File: src/rtl/prog_loader.sv
// Program loader: receives a framed byte stream from a serial receiver,
// writes the contained 16-bit words into instruction memory, and holds the
// processor in reset until a complete frame with a good checksum has landed.
//
// Handshake: a byte transfers on a rising clk edge where rx_valid and
// rx_ready are both 1. rx_ready depends on state (and rst) only, never on
// rx_valid, so the sender may raise rx_valid at any time and hold it until
// the transfer edge.
module prog_loader #(
  parameter int ADDR_W  = 7,
  parameter int TIMEOUT = 50000
) (
  input  logic              clk,
  input  logic              rst,
  input  logic [7:0]        rx_data,
  input  logic              rx_valid,
  output logic              rx_ready,
  output logic              imem_we,
  output logic [ADDR_W-1:0] imem_addr,
  output logic [15:0]       imem_data,
  output logic              cpu_rst,
  output logic              busy,
  output logic              done,
  output logic              err,
  output logic [2:0]        dbg_state
);

  localparam int          CNT_W     = $clog2(TIMEOUT + 1);
  localparam int          CMP_W     = ((ADDR_W > 8) ? ADDR_W : 8) + 1;
  localparam logic [31:0] MAX_WORDS = 32'(1) << ADDR_W;
  localparam logic [7:0]  SYNC_BYTE = 8'hA5;

  typedef enum logic [2:0] {
    S_IDLE  = 3'd0,
    S_COUNT = 3'd1,
    S_HI    = 3'd2,
    S_LO    = 3'd3,
    S_WRITE = 3'd4,
    S_CSUM  = 3'd5,
    S_DONE  = 3'd6,
    S_ERROR = 3'd7
  } state_t;

  state_t              state_q, state_d;
  logic [ADDR_W-1:0]   idx_q, idx_d;
  logic [7:0]          nwords_q, nwords_d;
  logic [7:0]          hi_q, hi_d;
  logic [7:0]          csum_q, csum_d;
  logic [CNT_W-1:0]    idle_q, idle_d;
  logic [ADDR_W-1:0]   addr_q, addr_d;
  logic [15:0]         data_q, data_d;

  logic accept;
  logic last_word;
  logic idle_expired;

  assign accept       = rx_valid && (state_q != S_WRITE);
  assign last_word    = (CMP_W'(idx_q) + CMP_W'(1)) == CMP_W'(nwords_q);
  assign idle_expired = (idle_q == CNT_W'(TIMEOUT - 1));

  // State register and datapath flops; reset forces IDLE asynchronously,
  // which also drops imem_we at once since it is decoded from state.
  always_ff @(posedge clk or posedge rst) begin
    if (rst) begin
      state_q  <= S_IDLE;
      idx_q    <= '0;
      nwords_q <= '0;
      hi_q     <= '0;
      csum_q   <= '0;
      idle_q   <= '0;
      addr_q   <= '0;
      data_q   <= '0;
    end else begin
      state_q  <= state_d;
      idx_q    <= idx_d;
      nwords_q <= nwords_d;
      hi_q     <= hi_d;
      csum_q   <= csum_d;
      idle_q   <= idle_d;
      addr_q   <= addr_d;
      data_q   <= data_d;
    end
  end

  // Next-state logic: frame parsing, checksum accumulation, idle timeout.
  always_comb begin
    state_d  = state_q;
    idx_d    = idx_q;
    nwords_d = nwords_q;
    hi_d     = hi_q;
    csum_d   = csum_q;
    idle_d   = idle_q;
    addr_d   = addr_q;
    data_d   = data_q;

    case (state_q)
      S_IDLE, S_DONE, S_ERROR: begin
        idle_d = '0;
        if (accept && rx_data == SYNC_BYTE) begin
          state_d = S_COUNT;
          idx_d   = '0;
          csum_d  = '0;
        end
      end
      S_COUNT, S_HI, S_LO, S_CSUM: begin
        if (accept) begin
          idle_d = '0;
          case (state_q)
            S_COUNT: begin
              if (rx_data == 8'd0 || 32'(rx_data) > MAX_WORDS) begin
                state_d = S_ERROR;
              end else begin
                nwords_d = rx_data;
                state_d  = S_HI;
              end
            end
            S_HI: begin
              hi_d    = rx_data;
              csum_d  = csum_q ^ rx_data;
              state_d = S_LO;
            end
            S_LO: begin
              data_d  = {hi_q, rx_data};
              addr_d  = idx_q;
              csum_d  = csum_q ^ rx_data;
              state_d = S_WRITE;
            end
            default: begin
              state_d = (rx_data == csum_q) ? S_DONE : S_ERROR;
            end
          endcase
        end else if (idle_expired) begin
          state_d = S_ERROR;
          idle_d  = '0;
        end else begin
          idle_d = idle_q + CNT_W'(1);
        end
      end
      S_WRITE: begin
        // The write cycle itself accepts nothing, so it counts as idle time.
        idle_d  = idle_q + CNT_W'(1);
        idx_d   = idx_q + ADDR_W'(1);
        state_d = last_word ? S_CSUM : S_HI;
      end
      default: state_d = S_IDLE;
    endcase
  end

  // Outputs decoded from state and registered datapath only.
  always_comb begin
    rx_ready  = !rst && (state_q != S_WRITE);
    imem_we   = (state_q == S_WRITE);
    imem_addr = addr_q;
    imem_data = data_q;
    cpu_rst   = (state_q != S_DONE);
    busy      = (state_q == S_COUNT) || (state_q == S_HI) || (state_q == S_LO) ||
                (state_q == S_WRITE) || (state_q == S_CSUM);
    done      = (state_q == S_DONE);
    err       = (state_q == S_ERROR);
    dbg_state = state_q;
  end

endmodule

File: config.mk
export PLATFORM = sky130hd
export DESIGN_NAME = prog_loader
export DESIGN_NICKNAME = d
export VERILOG_FILES = /design/src/rtl/prog_loader.sv
export SDC_FILE = /design/constraint.sdc
export NUM_CORES = 1
export LEC_CHECK = 0
export BUFFER_PORTS_ARGS = -buffer_cell sky130_fd_sc_hd__buf_2
export CAP_MARGIN = 10
export CORE_MARGIN = 5
export CORE_UTILIZATION = 55
export CTS_CLUSTER_DIAMETER = 120
export DETAILED_ROUTE_END_ITERATION = 10
export PLACE_DENSITY = 0.79
export SLEW_MARGIN = 20
export SYNTH_ARGS = -nofsm -noshare
export SYNTH_HDL_FRONTEND = slang
export SYNTH_SLANG_ARGS = --single-unit
File: constraint.sdc
create_clock -name clk -period 2.3 [get_ports clk]
set_clock_uncertainty 0.1 [all_clocks]
set_input_delay 0.115 -clock clk [delete_from_list [all_inputs] [get_ports clk]]
set_output_delay 0.115 -clock clk [all_outputs]
set_load 0.05 [all_outputs]
### Yosys cells after proc, flatten, opt, wreduce, memory -nomap -nowiden

Cells that the tools add are included.

| word-level totals | value |
|---|---|
| bits in registers | 73 |
| word-level logic and storage cells | 70 |
| bits of input ports | 11 |
| output and inout port bits | 32 |

| cells by class | value |
|---|---|
| bitwise logic cells | 2 |
| multiplexer cells | 17 |
| equality and inequality tests | 17 |
| add/sub/neg operators | 3 |
| reductions and logical operators | 22 |
| $lt $le $gt $ge | 1 |

Operators with widths:

| kind | number |
|---|---|
| one-hot mux 16 bit (3 select lines) | 1 |
| two-way mux 16 bit | 2 |
| two-way mux 8 bit | 3 |
| one-hot mux 3 bit (3 select lines) | 2 |
| adder 16 x 1 -> 16 bit (second input constant) | 1 |
| == test 16 bit (second input constant) | 1 |
| == test 8 bit | 2 |
| one-hot mux 8 bit (2 select lines) | 1 |
| two-way mux 3 bit | 5 |
| one-hot mux 7 bit (2 select lines) | 1 |
| == test 3 bit (second input constant) | 4 |
| != test 3 bit (second input constant) | 3 |
| adder 7 x 1 -> 8 bit (second input constant) | 1 |
| == test 8 bit (second input constant) | 1 |
| greater-than comparator 8 bit (second input constant) | 1 |
| zero test 8 bit | 1 |
| AND reduction 4 bit | 2 |
| bitwise XOR 8 bit | 1 |
| adder 7 x 1 -> 7 bit (second input constant) | 1 |
| two-way mux 7 bit | 1 |
| == test 3 x 2 -> 1 bit (second input constant) | 2 |
| != test 2 bit (second input constant) | 3 |
| AND reduction 3 bit | 2 |
| logical OR 1 bit | 5 |
| 11 further kinds | 15 |

### Depth between registers and ports, before layout

Gate-level depths: netlist of the first run.

| logic depth | value |
|---|---|
| word-level depth | 6 |
| mapped depth | 8 |
| gate-level depth less buffers | 6 |

### Worst setup path after synthesis of the first run

OpenSTA, ideal clock, no wires.

| timing | value |
|---|---|
| kind | register -> register |
| start point | register state_q[0] (netlist: dbg_state[0]) |
| end point | register idx_q[5] |
| library setup time | 0.083 ns |
| required time | 2.117 ns |
| cell stages (with the launch flop) | 7 |
| clock period less this slack | 3.069 ns |
| arrival time | 2.886 ns |
| slack | -0.769 ns |
| path buffers | 1 |
| path through | dfrtp_1 -> clkbuf_1 -> nor2_1 -> a21boi_0 -> o21a_1 -> a21oi_1 -> o22ai_1 |

| between the ends | value |
|---|---|
| word-level cells in the longest chain between the ends | 5 |
| elaborated cells on any way between the ends | 12 |
| those cells by class | eq/ne: 5; mux: 1; reduce/logical: 6 |

Ends and longest elaborated chain:

| element | line | text |
|---|---|---|
| from (decl) | 44 | `state_t state_q, state_d;` |
| from (signal assigned) | 74 | `state_q <= state_d;` |
| != test 3 bit | 57 | `assign accept = rx_valid && (state_q != S_WRITE);` |
| logical AND 1 bit | 57 |  |
| logical AND 1 bit | 99 | `if (accept && rx_data == SYNC_BYTE) begin` |
| != test 2 bit (no source line) | n/a |  |
| AND reduction 2 bit (no source line) | n/a |  |
| to (signal assigned) | 75 | `idx_q <= idx_d;` |
| to (decl) | 45 | `logic [ADDR_W-1:0] idx_q, idx_d;` |

Parallel ways exist; a longest one is shown, timed or not.
A chain may end at the register's enable or synchronous reset.

### Worst setup path after layout of the first run

| timing | value |
|---|---|
| start point | register state_q[1] (netlist: dbg_state[1]) |
| end point | output port rx_ready |

| between the ends | value |
|---|---|
| word-level cells in the longest chain between the ends | 2 |

Ends and longest elaborated chain:

| element | line | text |
|---|---|---|
| != test 3 bit | 151 | `rx_ready = !rst && (state_q != S_WRITE);` |
| logical AND 1 bit | 151 |  |
| to (decl) | 17 | `output logic rx_ready,` |

No other way between the ends.

==> results of run 1 <==
-- power by group through the flow --
stage / Clock, uW / Sequential [uW] / Combinational (uW)
after floorplan: 0 / 2870 / 1550
after global placement: 0 / 2160 / 2830
after detailed placement: 0 / 2190 / 2860
after CTS: 1000 / 2170 / 2880
after global routing: 1070 / 2250 / 3060
final: 986 / 2170 / 2860
-- routing by layer --
layer | part of all wire | track usage
met2 | 0.46 | 0.2738
met1 | 0.48 | 0.2436
met3 | 0.043 | 0.04333
met4 | 0.013 | 0.05583
met5 | 0 | 0
-- through the flow --
stage	instance area [sq um]	cells	power, uW	hold WS, ns
2_1_floorplan	3565	310	4423	0.1654
3_3_place_gp	3890	427	4990	0.05762
3_5_place_dp	3890	427	5055	0.05809
4_1_cts	4096	444	6054	0.02145
5_1_grt	4098	444	6378	0.03170
6_report	4098	444	6019	0.03279
-- registers in the layout, indices dropped and copies added, names as in the netlist --
name / cells
dbg_state: 3
imem_addr: 7
nwords_q: 8
idle_q: 16
imem_data: 16
idx_q: 7
csum_q: 8
hi_q: 8
-- final cells by class --
| class | instances | area [sq um] |
|---|---|---|
| fill | 486 | 2216 |
| sequential | 73 | 1828 |
| multi-input combinational | 220 | 1653 |
| timing repair buffer | 52 | 300.3 |
| clock buffer | 10 | 127.6 |
| tap | 77 | 96.34 |
| clock inverter | 6 | 68.82 |
| inverter | 6 | 23.77 |
-- synthesized netlist by cell type (all sizes together), types with 2 or more instances --
| master | instances | area, sq um |
|---|---|---|
| dfrtp | 73 | 1827 |
| mux2 | 39 | 439.2 |
| nor2 | 27 | 103.9 |
| nand2 | 17 | 63.81 |
| o21ai | 15 | 75.07 |
| xnor2 | 15 | 131.4 |
| xor2 | 15 | 131.4 |
| and3 | 13 | 81.33 |
| a21o | 9 | 67.56 |
| a21oi | 9 | 45.04 |
| clkbuf | 8 | 30.03 |
| nand3 | 8 | 40.04 |
| nand4 | 8 | 50.05 |
| nor3b | 8 | 60.06 |
| inv | 5 | 18.77 |
| nor4 | 4 | 31.28 |
| buf | 3 | 31.27 |
| a21boi | 2 | 15.02 |
| a31oi | 2 | 12.51 |
| and2 | 2 | 15.02 |
| ha | 2 | 25.02 |
| nor3 | 2 | 10.01 |
| o211ai | 2 | 15.01 |
| xor3 | 2 | 47.55 |
-- logic make-up (layout without fill, tap and decap cells) --
logic type,count (synthesis),in the layout,share of synthesized area
simple gates,97,97,0.1497
flops,73,73,0.5143
compound gates,49,49,0.08806
mux,39,39,0.1236
xor+xnor,33,33,0.09370
buf+inv,17,74,0.02360
fa+ha+maj,2,2,0.007044
-- how the worst max path moves through the flow --
stage,startpoint,to,slack [ns],depth (start not counted)
floorplan,dbg_state[0],idx_q[5],0.02,6
global placement,idx_q[1],dbg_state[1],0.29,6
detailed placement,idx_q[1],dbg_state[1],0.23,6
CTS,dbg_state[0],rx_ready,0.12,5
global route,dbg_state[1],rx_ready,0.05,5
finish,dbg_state[1],rx_ready,0.17,5
-- repair_timing --
action | in CTS | in global routing
setup endpoints to repair | 0 | 1
resized for setup | 0 | 1
endpoints found under the hold margin | 17 | 0
hold buffers | 1 | 0
setup buffers | 0 | 0
-- worst max-delay path, stage by stage (launching register included) --
cell and delay [ns]:
dfrtp_1 0.52, nor2_1 0.12, nand2_1 0.32, clkinv_2 0.24
nor2_4 0.11, buf_2 0.26
==> impl_metrics.json, run 1 <==
{
  "clockBufferDepth": 2,
  "cts_buffers": 9,
  "intPower_uw": 3341,
  "path_clk_slew_ns": 0.08,
  "worstSetupPathType": "register to output pin",
  "netlist_instances": 310,
  "setup_viol": 0,
  "power_frac_clock": 0.164,
  "post-route-period-util": 0.9240,
  "hold_path_class": "primary input to register",
  "first_pass_iters": 5,
  "status": "completed",
  "hold_depth": 2,
  "slew_violations": 0,
  "grt_usage": 0.1761,
  "tightest_slew_ns": 0.4838,
  "critPathArrivalTime_ns": 1.91,
  "p_leak_uw": 0.001957,
  "tns_ns": 0,
  "ff2ff_setup_slack_ns": 0.21,
  "avgSynthCellArea_sq_um": 11.46,
  "cts_max_level": 3,
  "slew-limit-headroom": 0.6748,
  "r2r_start": "idx_q[1]",
  "synthFlopType": "dfrtp_1",
  "dieArea_sq_um": 8166,
  "detail-route-antenna-nets": 0,
  "numClockSinks": 73,
  "die_h_um": 90.37,
  "vdd_drop_max_mv": 0.9751,
  "gp_congestion": 0.8413,
  "final_common_cell": "dfrtp_1",
  "finalCriticalPeriod_ns": 2.125,
  "grt_max_degree": 37,
  "start_kind": "register",
  "hpwl_mm": 4.838,
  "synth_edf_count": 0,
  "vias": 2510,
  "clkLatencyLatePin_ns": 0.34,
  "tritoncts": "built",
  "cp-end-kind": "output pin",
  "grt_setup_unrepaired": "false",
  "yosys_warnings": 0,
  "hp-start": "rx_data[3]",
  "synthesis.area_sq_um": 3552,
  "wirelength_mm": 6.872,
  "io_buffer_count": 42,
  "wl_per_cell_um": 15.48,
  "power.share.sequential": 0.361,
  "grt_pass1_wl_mm": 11.88,
  "post-route-util": 0.6490,
  "synth_nets": 323,
  "drc": 0,
  "start_util": 0.5626,
  "synth-async-reset-ratio": 1.000,
  "drt_iter0_drc": 108,
  "ioPinCount": 43,
  "antenna_found_initial": 0,
  "hold_viol_final": 0,
  "yosysUniqueCellTypes": 50,
  "drive_gt1_frac": 0.3188,
  "power_density_nw_per_um2": 1469,
  "pre_cts_slack_ns": 0.2292,
  "hold_path_end": "imem_data[3]",
  "fin_nets": 375,
  "p_comb_frac": 0.475,
  "routed_via_density": 5.653,
  "layout.cells.most_common_list": "dfrtp_1, buf_2, mux2_2, nor2_1, nand2_1",
  "ys_seq_elements": 73,
  "swShare": 0.4450,
  "die_width_um": 90.37,
  "fin_ws_ns": 0.1749,
  "rr_worst_depth": 6,
  "required_ns": 2.09,
  "n_antenna_cell": 0,
  "fmax_ghz": 0.4706,
  "area_growth_pct": 15.36,
  "grt_overflow": 0,
  "p_switching_uw": 2678,
  "grt_pass1_vias": 2473,
  "clockRootBuffer": "clkbuf_8",
  "core_area_sq_um": 6314,
  "maxCapViolCount": 0,
  "ys_seq_area_frac": 0.5143,
  "num_rows": 29,
  "crit_fanout": 10,
  "r2r-end": "dbg_state[1]"
}
Note: power is estimated with default switching activity, not from simulation.
==> inputs of run 2 (changes only) <==
--- a/config.mk
+++ b/config.mk
@@ -12,6 +12,7 @@
 export CTS_CLUSTER_DIAMETER = 120
 export DETAILED_ROUTE_END_ITERATION = 10
 export PLACE_DENSITY = 0.79
+export RECOVER_POWER = 25
 export SLEW_MARGIN = 20
 export SYNTH_ARGS = -nofsm -noshare
 export SYNTH_HDL_FRONTEND = slang
==> run 2 against run 1 <==
Count of clock-buffer cells in the layout is the same. First-iteration DRC count grew 21%. Die area is the same. Utilization shrank 0.26 points. Non-clock buffer count is the same. Clock power is essentially flat. Sequential power is essentially flat. Fmax shrank 0.47%. Wire length shrank 0.29%. Setup slack lost 0.010 ns. Power is essentially flat. Final cell count is the same. Critical path type unchanged. Critical endpoint unchanged. Largest power group unchanged.
==> impl_metrics.json, run 2 (synthesis gave the netlist of run 1 again) <==
{
  "status": "completed",
  "setup_viol": 0,
  "tightest_slew_ns": 0.8471,
  "wirelength_mm": 6.852,
  "p_switching_uw": 2680,
  "wl_per_cell_um": 15.43,
  "detail-route-antenna-nets": 0,
  "ioPinCount": 43,
  "drive_gt1_frac": 0.3134,
  "post-route-period-util": 0.9283,
  "place_inst": 427,
  "grt_usage": 0.1761,
  "drt_iter0_drc": 131,
  "finalCriticalPeriod_ns": 2.135,
  "start_kind": "register",
  "grt_overflow": 0,
  "grt_setup_unrepaired": "false",
  "startpoint": "dbg_state[1]",
  "path_cells": "nor2_1, nand2_1, clkinv_2, nor2_4, buf_2",
  "grt_pass1_vias": 2473,
  "post-route-util": 0.6465,
  "clkLatencyLatePin_ns": 0.34,
  "layout.cells.most_common_list": "dfrtp_1, buf_2, mux2_2, nor2_1, nand2_1",
  "p_leak_uw": 0.001950,
  "crit_fanout": 10,
  "first_pass_iters": 4,
  "numClockSinks": 73,
  "final_common_cell": "dfrtp_1",
  "slowest_delay_ns": 0.52,
  "tns_ns": 0,
  "io_buffer_count": 42,
  "cts_buffers": 9,
  "path_clk_slew_ns": 0.08,
  "antenna_found_initial": 0,
  "vdd_drop_max_mv": 0.9740,
  "core_area_sq_um": 6314,
  "num-fill-cells": 487,
  "fin_total_pwr_uw": 6017,
  "cp_top_family": "simple AND/OR/NAND/NOR gates",
  "hold_viol_final": 0,
  "grt_max_degree": 37,
  "worstSetupPathType": "register to output pin",
  "hpwl_mm": 4.838,
  "final-instance-count-excl-fill": 444,
  "hold_path_class": "primary input to register",
  "power_density_nw_per_um2": 1474,
  "drc": 0,
  "cts_max_level": 3,
  "crit_buf_inv": 2,
  "grt_pass1_wl_mm": 11.88,
  "power.share.sequential": 0.361,
  "area_growth_pct": 14.90,
  "start_util": 0.5626,
  "power_frac_clock": 0.164,
  "swShare": 0.4454,
  "holdWs_ns": 0.02845,
  "die_width_um": 90.37,
  "dieArea_sq_um": 8166,
  "r2r_start": "idx_q[1]",
  "intPower_uw": 3337,
  "vias": 2518,
  "cp-end-kind": "output pin",
  "cp_slowest_cell": "dfrtp_1",
  "routed_via_density": 5.671,
  "clockBufferDepth": 2,
  "tritoncts": "built",
  "num_rows": 29,
  "fin_nets": 375,
  "slew-limit-headroom": 0.4352,
  "slew_violations": 0,
  "required_ns": 2.09,
  "gp_congestion": 0.8413,
  "critPathArrivalTime_ns": 1.92,
  "fmax_ghz": 0.4683,
  "clockRootBuffer": "clkbuf_8",
  "maxCapViolCount": 0,
  "n_antenna_cell": 0,
  "die_h_um": 90.37,
  "p_comb_frac": 0.474,
  "hp-start": "rx_data[3]"
}
[run 2: cell count changes in the layout (fill, tap and decap cells not counted), sizes merged]
cell    delta
clkbuf     +2
buf        -2
[run 2: repair_timing]
item / CTS / global route
hold buffers: 1 / 0
setup buffers: 0 / 0
setup endpoints to repair: 0 / 1
resized for setup: 0 / 1
endpoints found under the hold margin: 17 / 0
[run 2: power groups by stage]
stage / clock [uW] / combinational [uW] / sequential (uW)
floorplan: 0 / 1550 / 2870
global placement: 0 / 2830 / 2160
detailed placement: 0 / 2860 / 2190
CTS: 1000 / 2880 / 2170
global route: 1070 / 3060 / 2250
finish: 989 / 2850 / 2170
[run 2: path summary, 6_finish.rpt]
path | end | slack (ns) | depth (start not counted)
max | rx_ready | 0.16 | 5
min | imem_data[3] | 0.03 | 2
max reg2reg | dbg_state[1] | 0.21 | 6
min reg2reg | idle_q[0] | 0.36 | 1
max in group asynchronous | csum_q[7] | 0.48 | 4
min in group asynchronous | idx_q[5] | 0.34 | 3
[run 2: per-layer routing]
layer,vias up,global-route usage,part of all wire
met2,64,0.2738,0.47
met1,1242,0.2436,0.47
met3,9,0.04333,0.045
met4,0,0.05583,0.014
li1,1203,-,-
met5,-,0,0
[run 2: layout make-up]
cell class / count / area (sq um) / share of cell area
clock buffer: 10 / 127.6 / 0.03127
clock inverter: 6 / 68.82 / 0.01686
inverter: 6 / 23.77 / 0.005825
multi-input combinational: 220 / 1653 / 0.4050
sequential: 73 / 1828 / 0.4479
tap: 77 / 96.34 / 0.02361
timing repair buffer: 52 / 284.0 / 0.06959
[run 2: metrics by stage]
stage                     area, sq um  setup WS (ns)
after floorplan                  3565        0.02366
after global placement           3890         0.2862
after detailed placement         3890         0.2292
after CTS                        4096         0.1158
after global routing             4081        0.04550
final                            4081         0.1648
==> inputs of run 3 (changes only) <==
==> constraint.sdc (replaced) <==
create_clock -name clk -period 2.1 [get_ports clk]
set_clock_uncertainty 0.1 [all_clocks]
set_input_delay 0.105 -clock clk [delete_from_list [all_inputs] [get_ports clk]]
set_output_delay 0.105 -clock clk [all_outputs]
set_load 0.05 [all_outputs]
==> run 3 against run 2 <==
Register-to-register slack lost 0.10 ns. First-iteration DRC count grew 60%. Utilization grew 0.77 points. Global-route usage grew 1.1 points. Combinational power grew 13%. Via count grew 2.0%. Critical path depth grew 1.
==> impl_metrics.json, run 3 (synthesis gave the netlist of run 1 again) <==
{
  "io_buffer_count": 42,
  "status": "completed",
  "grt_pass1_vias": 2511,
  "r2r-end": "dbg_state[1]",
  "wl_met1_mm": 3.344,
  "ioPinCount": 43,
  "path_cells": "ha_2, and3_2, a31o_2, a2111oi_1, and3_1, o211ai_1",
  "ff2ff_setup_slack_ns": 0.11,
  "vdd_drop_max_mv": 1.091,
  "slowest_delay_ns": 0.40,
  "routed_via_density": 5.760,
  "cp-end-kind": "register",
  "clockBufferDepth": 2,
  "tritoncts": "built",
  "regArea_sq_um": 1828,
  "holdWs_ns": 0.01304,
  "drc": 0,
  "p_switching_uw": 3042,
  "layout.cells.most_common_list": "dfrtp_1, buf_2, mux2_2, nor2_1, nand2_1",
  "die_h_um": 90.37,
  "antenna_found_initial": 0,
  "drive_gt1_frac": 0.3306,
  "r2r_start": "idx_q[0]",
  "core_area_sq_um": 6314,
  "fin_nets": 377,
  "crit_fanout": 6,
  "startpoint": "idx_q[0]",
  "gp_congestion": 0.8315,
  "post-route-period-util": 0.9494,
  "hpwl_mm": 4.921,
  "num_rows": 29,
  "vias": 2569,
  "wl_per_cell_um": 16.52,
  "swShare": 0.4517,
  "path_clk_slew_ns": 0.08,
  "clockRootBuffer": "clkbuf_8",
  "wl_met2_mm": 3.535,
  "finalCriticalPeriod_ns": 1.994,
  "intPower_uw": 3692,
  "tightest_slew_ns": 0.9840,
  "grt_setup_unrepaired": "false",
  "cts_setup_buffers": 0,
  "setup_viol": 0,
  "slew-limit-headroom": 0.3440,
  "p_leak_uw": 0.001960,
  "start_util": 0.5626,
  "endpoint": "dbg_state[1]",
  "power_density_nw_per_um2": 1630,
  "area_growth_pct": 16.27,
  "grt_max_degree": 74,
  "maxCapViolCount": 0,
  "cts_max_level": 3,
  "die_width_um": 90.37,
  "detail-route-antenna-nets": 0,
  "p_comb_frac": 0.478,
  "dieArea_sq_um": 8166,
  "numClockSinks": 73,
  "start_kind": "register",
  "pre_cts_slack_ns": 0.06055,
  "power.share.sequential": 0.355,
  "critPathArrivalTime_ns": 2.10,
  "hold_path_class": "primary input to register",
  "rr_worst_depth": 6,
  "wl_met3_um": 355,
  "top_layer_used": "met4",
  "drt_iter0_drc": 209,
  "cp_slowest_cell": "dfrtp_1",
  "num-fill-cells": 498,
  "slew_violations": 0,
  "hold_viol_final": 0,
  "required_ns": 2.21,
  "fin_ws_ns": 0.1063,
  "grt_usage": 0.1875,
  "worstSetupPathType": "register to register",
  "fmax_ghz": 0.5016,
  "final_common_cell": "dfrtp_1",
  "grt_overflow": 0,
  "cts_buffers": 9,
  "wirelength_mm": 7.367,
  "power_frac_clock": 0.166,
  "grt_pass1_wl_mm": 12.40,
  "n_antenna_cell": 0,
  "clkLatencyLatePin_ns": 0.35,
  "first_pass_iters": 4,
  "multiInputGateArea_sq_um": 1685
}
==> run 3: cell types whose count changed in the layout (fill, tap and decap cells not counted), sizes merged <==
cell / delta
and2: +1
clkbuf: -1
clkinv: -1
clkinvlp: +1
dlygate4sd3: +1
inv: +1
==> run 3: power by group through the flow <==
stage               combinational (uW)  clock (uW)  sequential [uW]
floorplan                         1720           0             3140
global placement                  3110           0             2370
detailed placement                3180           0             2410
CTS                               3200        1130             2380
global route                      3460        1200             2470
finish                            3220        1120             2390
==> run 3: per-layer routing <==
| layer | GRT usage | up-vias |
|---|---|---|
| met5 | 0 | - |
| met4 | 0.07072 | 0 |
| met3 | 0.04833 | 12 |
| met2 | 0.2854 | 58 |
| met1 | 0.2585 | 1286 |
| li1 | - | 1213 |
==> run 3: final cells by class <==
type / count / share of cell area
Clock buffer: 9 / 0.02999
Clock inverter: 7 / 0.01848
Inverter: 6 / 0.005756
Multi-Input combinational cell: 221 / 0.4081
Sequential cell: 73 / 0.4426
Tap cell: 77 / 0.02333
Timing Repair Buffer: 53 / 0.07180
==> run 3: what timing repair did <==
item,CTS,global route
gates cloned,0,1
resized for setup,1,7
pin swaps,0,0
setup endpoints to repair,2,19
endpoints found under the hold margin,74,0
hold buffers,2,0
==> run 3: metrics by stage <==
step                      instance area (sq um)  total power (uW)  setup TNS, ns  cells    util
after floorplan                            3572              4863         -1.327    310       -
after global placement                     3897              5477              0    427  0.6173
after detailed placement                   3897              5586              0    427  0.6173
after CTS                                  4120              6719              0    445  0.6526
after global routing                       4130              7125              0    446  0.6542
final                                      4130              6734              0    446  0.6542
==> run 3: worst min path at each step <==
stage | cells past startpoint | slack, ns | to | start
detailed placement | 3 | 0.15 | imem_addr[4] | rst
CTS | 2 | 0.00004 | nwords_q[3] | rx_data[3]
global route | 2 | 0.003 | nwords_q[3] | rx_data[3]
global placement | 3 | 0.14 | imem_addr[4] | rst
floorplan | 1 | 0.16 | nwords_q[0] | rx_data[0]
finish | 2 | 0.01 | nwords_q[3] | rx_data[3]
==> run 3: worst max-delay path, delay by kind of cell, from the launching register on <==
family	cells	cell delay, ns
compound gates	3	0.66
simple gates	2	0.47
flops	1	0.40
fa+ha+maj	1	0.22
